<file path="src/rtl/cdb_arbiter_if.sv">
// Bundles the functional-unit request side and the CDB broadcast side of the
// arbiter; master is the unit/consumer side, slave is the arbiter.
interface cdb_arbiter_if #(
    parameter int NUM_REQ           = 4,
    parameter int BW_TAG            = 3,
    parameter int BW_PROCESSOR_DATA = 32
);
    logic [NUM_REQ-1:0]                   i_req_valid;
    logic [NUM_REQ-1:0]                   i_req_ready;
    logic [NUM_REQ*BW_TAG-1:0]            i_req_tag_flatten;
    logic [NUM_REQ*BW_PROCESSOR_DATA-1:0] i_req_data_flatten;
    logic                                 i_kill;
    logic                                 o_cdb_valid;
    logic [BW_TAG-1:0]                    o_cdb_tag;
    logic [BW_PROCESSOR_DATA-1:0]         o_cdb_data;
    logic                                 o_err_tag_zero;

    modport master (
        output i_req_valid, i_req_tag_flatten, i_req_data_flatten, i_kill,
        input  i_req_ready, o_cdb_valid, o_cdb_tag, o_cdb_data, o_err_tag_zero
    );

    modport slave (
        input  i_req_valid, i_req_tag_flatten, i_req_data_flatten, i_kill,
        output i_req_ready, o_cdb_valid, o_cdb_tag, o_cdb_data, o_err_tag_zero
    );
endinterface

</file>
<file path="src/rtl/cdb_arbiter.sv">
// Round-robin arbiter that grants one functional-unit result per cycle onto
// the registered Common Data Bus; data is carried as two's complement bits.
module cdb_arbiter #(
    parameter int NUM_REQ           = 4,
    parameter int BW_TAG            = 3,
    parameter int BW_PROCESSOR_DATA = 32
) (
    input logic          clk,
    input logic          rst_n,
    cdb_arbiter_if.slave bus
);
    localparam int               PTR_W = (NUM_REQ > 1) ? $clog2(NUM_REQ) : 1;
    localparam logic [PTR_W-1:0] LAST  = PTR_W'(NUM_REQ - 1);

    logic [PTR_W-1:0]             ptr_q, ptr_d;
    logic                         cdb_valid_q, cdb_valid_d;
    logic [BW_TAG-1:0]            cdb_tag_q, cdb_tag_d;
    logic [BW_PROCESSOR_DATA-1:0] cdb_data_q, cdb_data_d;
    logic                         err_tag_zero_q, err_tag_zero_d;

    logic [NUM_REQ-1:0]           grant;
    logic                         granted;
    logic [PTR_W-1:0]             grant_idx;
    logic [BW_TAG-1:0]            grant_tag;
    logic [BW_PROCESSOR_DATA-1:0] grant_data;

    // Scan from ptr upward with wrap; the first valid requester wins.
    always_comb begin
        int               idx;
        logic [PTR_W-1:0] sel;
        grant      = '0;
        granted    = 1'b0;
        grant_idx  = '0;
        grant_tag  = '0;
        grant_data = '0;
        idx        = 0;
        sel        = '0;
        if (!bus.i_kill) begin
            for (int i = 0; i < NUM_REQ; i++) begin
                idx = int'(ptr_q) + i;
                if (idx >= NUM_REQ) begin
                    idx = idx - NUM_REQ;
                end
                sel = PTR_W'(idx);
                if (!granted && bus.i_req_valid[sel]) begin
                    granted    = 1'b1;
                    grant[sel] = 1'b1;
                    grant_idx  = sel;
                    grant_tag  = bus.i_req_tag_flatten[sel*BW_TAG +: BW_TAG];
                    grant_data = bus.i_req_data_flatten[sel*BW_PROCESSOR_DATA +: BW_PROCESSOR_DATA];
                end
            end
        end
    end

    always_comb begin
        ptr_d          = ptr_q;
        cdb_valid_d    = 1'b0;
        cdb_tag_d      = '0;
        cdb_data_d     = '0;
        err_tag_zero_d = err_tag_zero_q;
        if (granted) begin
            ptr_d       = (grant_idx == LAST) ? '0 : grant_idx + 1'b1;
            cdb_valid_d = 1'b1;
            cdb_tag_d   = grant_tag;
            cdb_data_d  = grant_data;
            // Tag 0 means "no producer", so accepting it is a protocol error.
            if (grant_tag == '0) begin
                err_tag_zero_d = 1'b1;
            end
        end
    end

    always_ff @(posedge clk or negedge rst_n) begin
        if (!rst_n) begin
            ptr_q          <= '0;
            cdb_valid_q    <= 1'b0;
            cdb_tag_q      <= '0;
            cdb_data_q     <= '0;
            err_tag_zero_q <= 1'b0;
        end else begin
            ptr_q          <= ptr_d;
            cdb_valid_q    <= cdb_valid_d;
            cdb_tag_q      <= cdb_tag_d;
            cdb_data_q     <= cdb_data_d;
            err_tag_zero_q <= err_tag_zero_d;
        end
    end

    assign bus.i_req_ready    = grant;
    assign bus.o_cdb_valid    = cdb_valid_q;
    assign bus.o_cdb_tag      = cdb_tag_q;
    assign bus.o_cdb_data     = cdb_data_q;
    assign bus.o_err_tag_zero = err_tag_zero_q;
endmodule

</file>
<file path="src/flat_wrapper.sv">
// flat-port wrapper written by rule: the top's interface ports become plain ports
module cdb_arbiter_flat 
#(
    parameter int NUM_REQ           = 4,
    parameter int BW_TAG            = 3,
    parameter int BW_PROCESSOR_DATA = 32
)
  (clk, rst_n, bus_i_req_valid, bus_i_req_tag_flatten, bus_i_req_data_flatten, bus_i_kill, bus_i_req_ready, bus_o_cdb_valid, bus_o_cdb_tag, bus_o_cdb_data, bus_o_err_tag_zero);
  cdb_arbiter_if #(.NUM_REQ(NUM_REQ), .BW_TAG(BW_TAG), .BW_PROCESSOR_DATA(BW_PROCESSOR_DATA)) bus_i ();
  input logic clk;
  input logic rst_n;
  input wire logic [$bits(bus_i.i_req_valid)-1:0] bus_i_req_valid;
  input wire logic [$bits(bus_i.i_req_tag_flatten)-1:0] bus_i_req_tag_flatten;
  input wire logic [$bits(bus_i.i_req_data_flatten)-1:0] bus_i_req_data_flatten;
  input wire logic [$bits(bus_i.i_kill)-1:0] bus_i_kill;
  output wire logic [$bits(bus_i.i_req_ready)-1:0] bus_i_req_ready;
  output wire logic [$bits(bus_i.o_cdb_valid)-1:0] bus_o_cdb_valid;
  output wire logic [$bits(bus_i.o_cdb_tag)-1:0] bus_o_cdb_tag;
  output wire logic [$bits(bus_i.o_cdb_data)-1:0] bus_o_cdb_data;
  output wire logic [$bits(bus_i.o_err_tag_zero)-1:0] bus_o_err_tag_zero;
  assign bus_i.i_req_valid = bus_i_req_valid;
  assign bus_i.i_req_tag_flatten = bus_i_req_tag_flatten;
  assign bus_i.i_req_data_flatten = bus_i_req_data_flatten;
  assign bus_i.i_kill = bus_i_kill;
  assign bus_i_req_ready = bus_i.i_req_ready;
  assign bus_o_cdb_valid = bus_i.o_cdb_valid;
  assign bus_o_cdb_tag = bus_i.o_cdb_tag;
  assign bus_o_cdb_data = bus_i.o_cdb_data;
  assign bus_o_err_tag_zero = bus_i.o_err_tag_zero;
  cdb_arbiter #(.NUM_REQ(NUM_REQ), .BW_TAG(BW_TAG), .BW_PROCESSOR_DATA(BW_PROCESSOR_DATA)) u_core (.clk(clk), .rst_n(rst_n), .bus(bus_i));
endmodule
</file>
<file path="config.mk">
export PLATFORM = sky130hd
export DESIGN_NAME = cdb_arbiter_flat
export DESIGN_NICKNAME = d
export VERILOG_FILES = /design/src/rtl/cdb_arbiter_if.sv /design/src/rtl/cdb_arbiter.sv /design/src/flat_wrapper.sv
export SDC_FILE = /design/constraint.sdc
export NUM_CORES = 1
export LEC_CHECK = 0
export CAP_MARGIN = 25
export CORE_UTILIZATION = 30
export DETAILED_ROUTE_END_ITERATION = 7
export DONT_BUFFER_PORTS = 1
export GPL_TIMING_DRIVEN = 0
export PLACE_DENSITY_LB_ADDON = 0.1
export SYNTH_ARGS = -nofsm -noshare
export SYNTH_HDL_FRONTEND = slang
export SYNTH_SLANG_ARGS = --single-unit
</file>
<file path="constraint.sdc">
create_clock -name clk -period 5.45 [get_ports clk]
set_input_delay 0 -clock clk [delete_from_list [all_inputs] [get_ports clk]]
set_output_delay 0 -clock clk [all_outputs]
set_load 0.01 [all_outputs]
</file>
# Yosys cells after proc, flatten, opt, wreduce, memory -nomap -nowiden
# Cells that the tools add are included.
dict set report word_totals {
  input_bits 147
  register_bits 39
  word_cells 112
}
dict set report op_classes {
  n_reduce_logical 12
  n_eq_ne 1
  mul 4
  n_bitwise 3
  mux 59
  addsub 8
  n_lt_le_gt_ge 12
  shift 8
}
# cell n
set op_table {}
lappend op_table {{128-bit by 8-bit indexed part select with 32-bit output} 4}
lappend op_table {{32-bit two-way mux} 6}
lappend op_table {{12-bit by 5-bit indexed part select with 3-bit output} 4}
lappend op_table {{4-bit two-way mux} 8}
lappend op_table {{2-bit two-way mux} 14}
lappend op_table {{3-bit two-way mux} 6}
lappend op_table {{1-bit two-way mux} 17}
lappend op_table {{2-bit by 2-bit multiplier with 4-bit output, second input constant} 4}
lappend op_table {{2-bit by 3-bit < comparator with 1-bit output, second input constant} 4}
lappend op_table {{4-bit bitwise OR} 3}
lappend op_table {{3-bit greater-or-equal comparator, second input constant} 3}
lappend op_table {{1-bit binary-select mux with 2-bit select} 4}
lappend op_table {{1-bit demux with 2-bit select} 4}
lappend op_table {{2-bit by 1-bit greater-or-equal comparator with 1-bit output, second input constant} 4}
lappend op_table {{2-bit by 1-bit subtractor with 2-bit output, second input constant} 4}
lappend op_table {{1-bit logical AND} 7}
lappend op_table {{2-bit by 2-bit adder with 3-bit output, second input constant} 2}
lappend op_table {{2-bit by 1-bit adder with 3-bit output, second input constant} 1}
lappend op_table {{2-bit by 3-bit greater-or-equal comparator with 1-bit output, second input constant} 1}
lappend op_table {{1-bit zero test} 3}
lappend op_table {{3-bit zero test} 1}
lappend op_table {{2-bit by 1-bit adder with 2-bit output, second input constant} 1}
lappend op_table {{2-bit == test, second input constant} 1}
lappend op_table {{2-bit AND reduction} 1}

# Depth between registers and ports, before layout
dict set report logic_depth {
  ltp_word 21
  mapped_depth 13
}

# Worst setup path before layout
# No wires, ideal clock.
dict set report synth_path {
  path_type {flip-flop to flip-flop}
  from {register u_core.ptr_q[1]}
  to {register u_core.cdb_data_q[10], in the netlist u_core.bus.o_cdb_data[10]}
  t_required_ps 5314
  path_buffers 6
  synth_period_minus_slack_ps 3545
  setup_time_ps 136
  setup_slack_ps 1905
  path_stages_with_launch 13
  arrival_ps 3408
  cell_sequence {dfrtp_1 buf_2 buf_2 buf_2 clkbuf_1 inv_1 ha_1 buf_2 buf_2 mux4_2 a221o_1 o21ai_0 a21oi_1}
}
dict set report synth_between {
  elab_chain_len 20
}
# element line_no
set synth_rtl {}
lappend synth_rtl {{from (decl)} cdb_arbiter.sv:15} ;# logic [PTR_W-1:0] ptr_q, ptr_d;
lappend synth_rtl {{from (signal assigned)} cdb_arbiter.sv:82} ;# ptr_q <= ptr_d;
lappend synth_rtl {{branches (longest 19 deep; another with 2-bit by 1-bit adder with 3-bit output)} -}
lappend synth_rtl {{32-bit two-way mux (*)} cdb_arbiter.sv:62} ;# if (granted) begin
lappend synth_rtl {{via u_core.cdb_data_d[10]} cdb_arbiter.sv:18} ;# logic [BW_PROCESSOR_DATA-1:0] cdb_data_q, cdb_data_d;
lappend synth_rtl {{to (signal assigned)} cdb_arbiter.sv:85} ;# cdb_data_q <= cdb_data_d;
lappend synth_rtl {{to (decl)} cdb_arbiter.sv:18}
# Mark *: on every way through the listed nets, which the timed path passes. The select of a mux whose other input is x is not followed.
# A chain may end at the register's enable or synchronous reset.

# Worst setup path after layout
dict set report layout_path {
  from {register u_core.ptr_q[1]}
  to {register u_core.cdb_data_q[19], in the netlist u_core.bus.o_cdb_data[19]}
}
# The elaborated chain is that of the path after synthesis.

==> metrics.cfg <==
[sta]
finalMaxSlewViolations=0
min_period_ns=4.58
finalHoldViolCount=0
rsz0062_at_grt=false
slew_headroom=0.441
tns_ns=0
fin_worst_skew_ns=0.00625
holdWs_ns=0.0425
max_freq_ghz=0.218
worst_slew_pin_slew_ns=0.838
finalSetupViolCount=0
post-route-period-util=0.840

[power_and_ir_drop]
p_leak_nw=2.09
power.density_cell_area_nw_per_um2=690
peakVddDrop_v=0.000277

[outcome]
status=finished clean

[grt]
grt_pass1_wl_um=31900
grt_pass1_vias=5069
antenna_found_initial=0
grt_start_max_net_pins=40
grt_overflow=0
grt_usage=0.218

[synthesis]
synth_area_um2=5780
synth-seq-cells=39
synth_cell_types=35
synth_warnings=0
synth_edf_count=0
yosysSeqAreaShare=0.169
ys.flop_type=dfrtp_1
synthesis.nets=597
synth_async_sr_flop_share=1.00
postSynthCellCount=444
synth_area_per_cell_um2=13.0

[route]
drc=0
drt_iter0_markers=209
vias=4717
wl_per_cell_um=31.0
drtPass1Iterations=5
via_per_inst=6.86
drt_wl_total_um=21400
antenna_left=0

[cells_and_area]
final_common_cell=mux4_2
fin_nets=606
layout-drive-gt1-share=0.434
nFillCells=1881
syn_to_final_growth_pct=8.42
final_area_um2=6270
diodes=0
layout_common_cells=mux4_2, nand2_1, a21oi_1
fin_cells=688
final_core_util=0.334

[clocking]
cts_inserted_buffers=5
clockBufferDepth=2
insertion_delay_ns=0.30
cts_root_buffer=clkbuf_16
cts_sinks=39
cts_tree=built
cts_htree_levels=2
clk_pin_slew_ns=0.07

[die]
fp-row-count=50
die_h_um=141
start_util=0.308
pin_count=188
die_w_um=141
die_area_um2=19800
core_um2=18800

[worst_setup_path]
critPathKind=flop to flop
crit_arrival_ns=4.72
reg2reg_depth=12
worst-path-max-fanout=10
r2r_start=u_core.ptr_q[1]$_DFFE_PN0P_
worstSetupEndpointType=flop
r2r_slack_ns=0.87
startpoint=u_core.ptr_q[1]$_DFFE_PN0P_
crit_required_ns=5.59
timing.critical_path.to=u_core.bus.o_cdb_data[19]$_DFF_PN0_
critPathLaunchType=flop
worst_r2r_endpoint=u_core.bus.o_cdb_data[19]$_DFF_PN0_

[place]
dp.cells=678
io_buffers=0
dpl_cell_area_um2=6070
gp_congestion=0.761
dpl.hpwl_um=15000

[job]
maxCapViolCount=0

[min_path]
min-delay-path-class=input pin to flop

-- routing by layer --
layer / track usage / wire [um] / share of wire / up-vias
li1: - / - / - / 1942
met1: 0.263 / 8230 / 0.39 / 2513
met2: 0.371 / 10700 / 0.50 / 246
met3: 0.0798 / 2160 / 0.10 / 16
met4: 0.0509 / 290 / 0.014 / 0
met5: 0 / 0 / 0 / -
-- metrics by stage --
step,worst slack [ns],total power (W)
floorplan,1.91,0.00324
global placement,0.856,0.00401
detailed placement,0.847,0.00403
CTS,0.820,0.00439
global route,0.552,0.00467
finish,0.870,0.00432
-- layout make-up --
| type | instances | area, um^2 | share of cell area |
|---|---|---|---|
| well taps | 234 | 293 | 0.0467 |
| repair buffers | 2 | 37.5 | 0.00599 |
| inverters | 4 | 15.0 | 0.00240 |
| multi-input cells | 341 | 4480 | 0.715 |
| plain buffers | 60 | 307 | 0.0489 |
| flip-flops and latches | 39 | 976 | 0.156 |
| clock buffers | 8 | 156 | 0.0250 |
-- critical path, cell delays in order (launching register included) --
cell and delay, ns:
dfrtp_1 0.40, buf_2 0.25, buf_2 0.31, buf_2 0.36, clkbuf_1 0.55, inv_1 0.19, ha_1 0.42, buf_2 0.35
buf_2 0.38, clkbuf_1 0.65, mux4_2 0.41, nand2_1 0.08, a21oi_1 0.07
-- where the power goes --
group	internal, W	leakage [nW]	switching, W	total (W)
Clock	0.000196	0.0772	0.000139	0.000335
Sequential	0.000405	0.497	0.000109	0.000514
Combinational	0.00173	1.52	0.00175	0.00348
Total	0.00233	2.09	0.00200	0.00432
-- synthesized netlist by cell type (2+ instances only) --
cell type,number,area (um^2)
dfrtp_1,39,976
mux2i_1,4,40.0
a21oi_1,40,200
a221oi_2,2,30.0
ha_1,6,75.1
nand3_1,2,10.0
o21ai_0,37,185
nor2_1,10,37.5
buf_4,4,30.0
buf_2,29,145
inv_1,4,15.0
clkbuf_1,21,78.8
mux4_2,143,3220
xnor2_1,3,26.3
nand2_1,40,150
buf_1,2,7.51
buf_6,4,45.0
mux2_2,3,33.8
a221o_1,35,350
-- state kept, by name, summed over array words and instances, names as in the netlist --
name / count
u_core.bus.o_cdb_data: 32
u_core.bus.o_cdb_tag: 3
u_core.bus.o_cdb_valid: 1
u_core.bus.o_err_tag_zero: 1
u_core.ptr_q: 2
-- cell families (layout without fill, tap and decap cells) --
kind of cell               after synthesis  count (layout)  share of synthesized area
muxes                                  150             150                      0.570
AOI/OAI and AO/OA                      122             122                      0.143
buffers and inverters                   64              74                     0.0556
and+or+nand+nor                         60              60                     0.0448
DFF                                     39              39                      0.169
adders and majority gates                6               6                     0.0130
xor gates and xnor gates                 3               3                    0.00455
-- worst min path at each step --
stage	start	end	slack [ns]	cells past startpoint
after global routing	bus_i_kill	u_core.bus.o_cdb_tag[1]$_DFF_PN0_	0.09	2
after detailed placement	rst_n	u_core.bus.o_cdb_data[27]$_DFF_PN0_	-0.29	0
after global placement	rst_n	u_core.bus.o_cdb_data[27]$_DFF_PN0_	-0.29	0
after CTS	bus_i_kill	u_core.bus.o_cdb_tag[2]$_DFF_PN0_	0.03	2
final	bus_i_kill	u_core.bus.o_cdb_tag[2]$_DFF_PN0_	0.04	2
after floorplan	rst_n	u_core.bus.o_cdb_data[0]$_DFF_PN0_	-0.30	0
-- repair_timing --
| item | in CTS | in global routing |
|---|---|---|
| endpoints found under the hold margin | 39 | 0 |
| hold buffers | 2 | 0 |
| setup endpoints to repair | 0 | 0 |
| buffers inserted | 0 | 0 |
| resized for setup | 0 | 0 |
No activity file was read; power rests on OpenSTA's default activity.
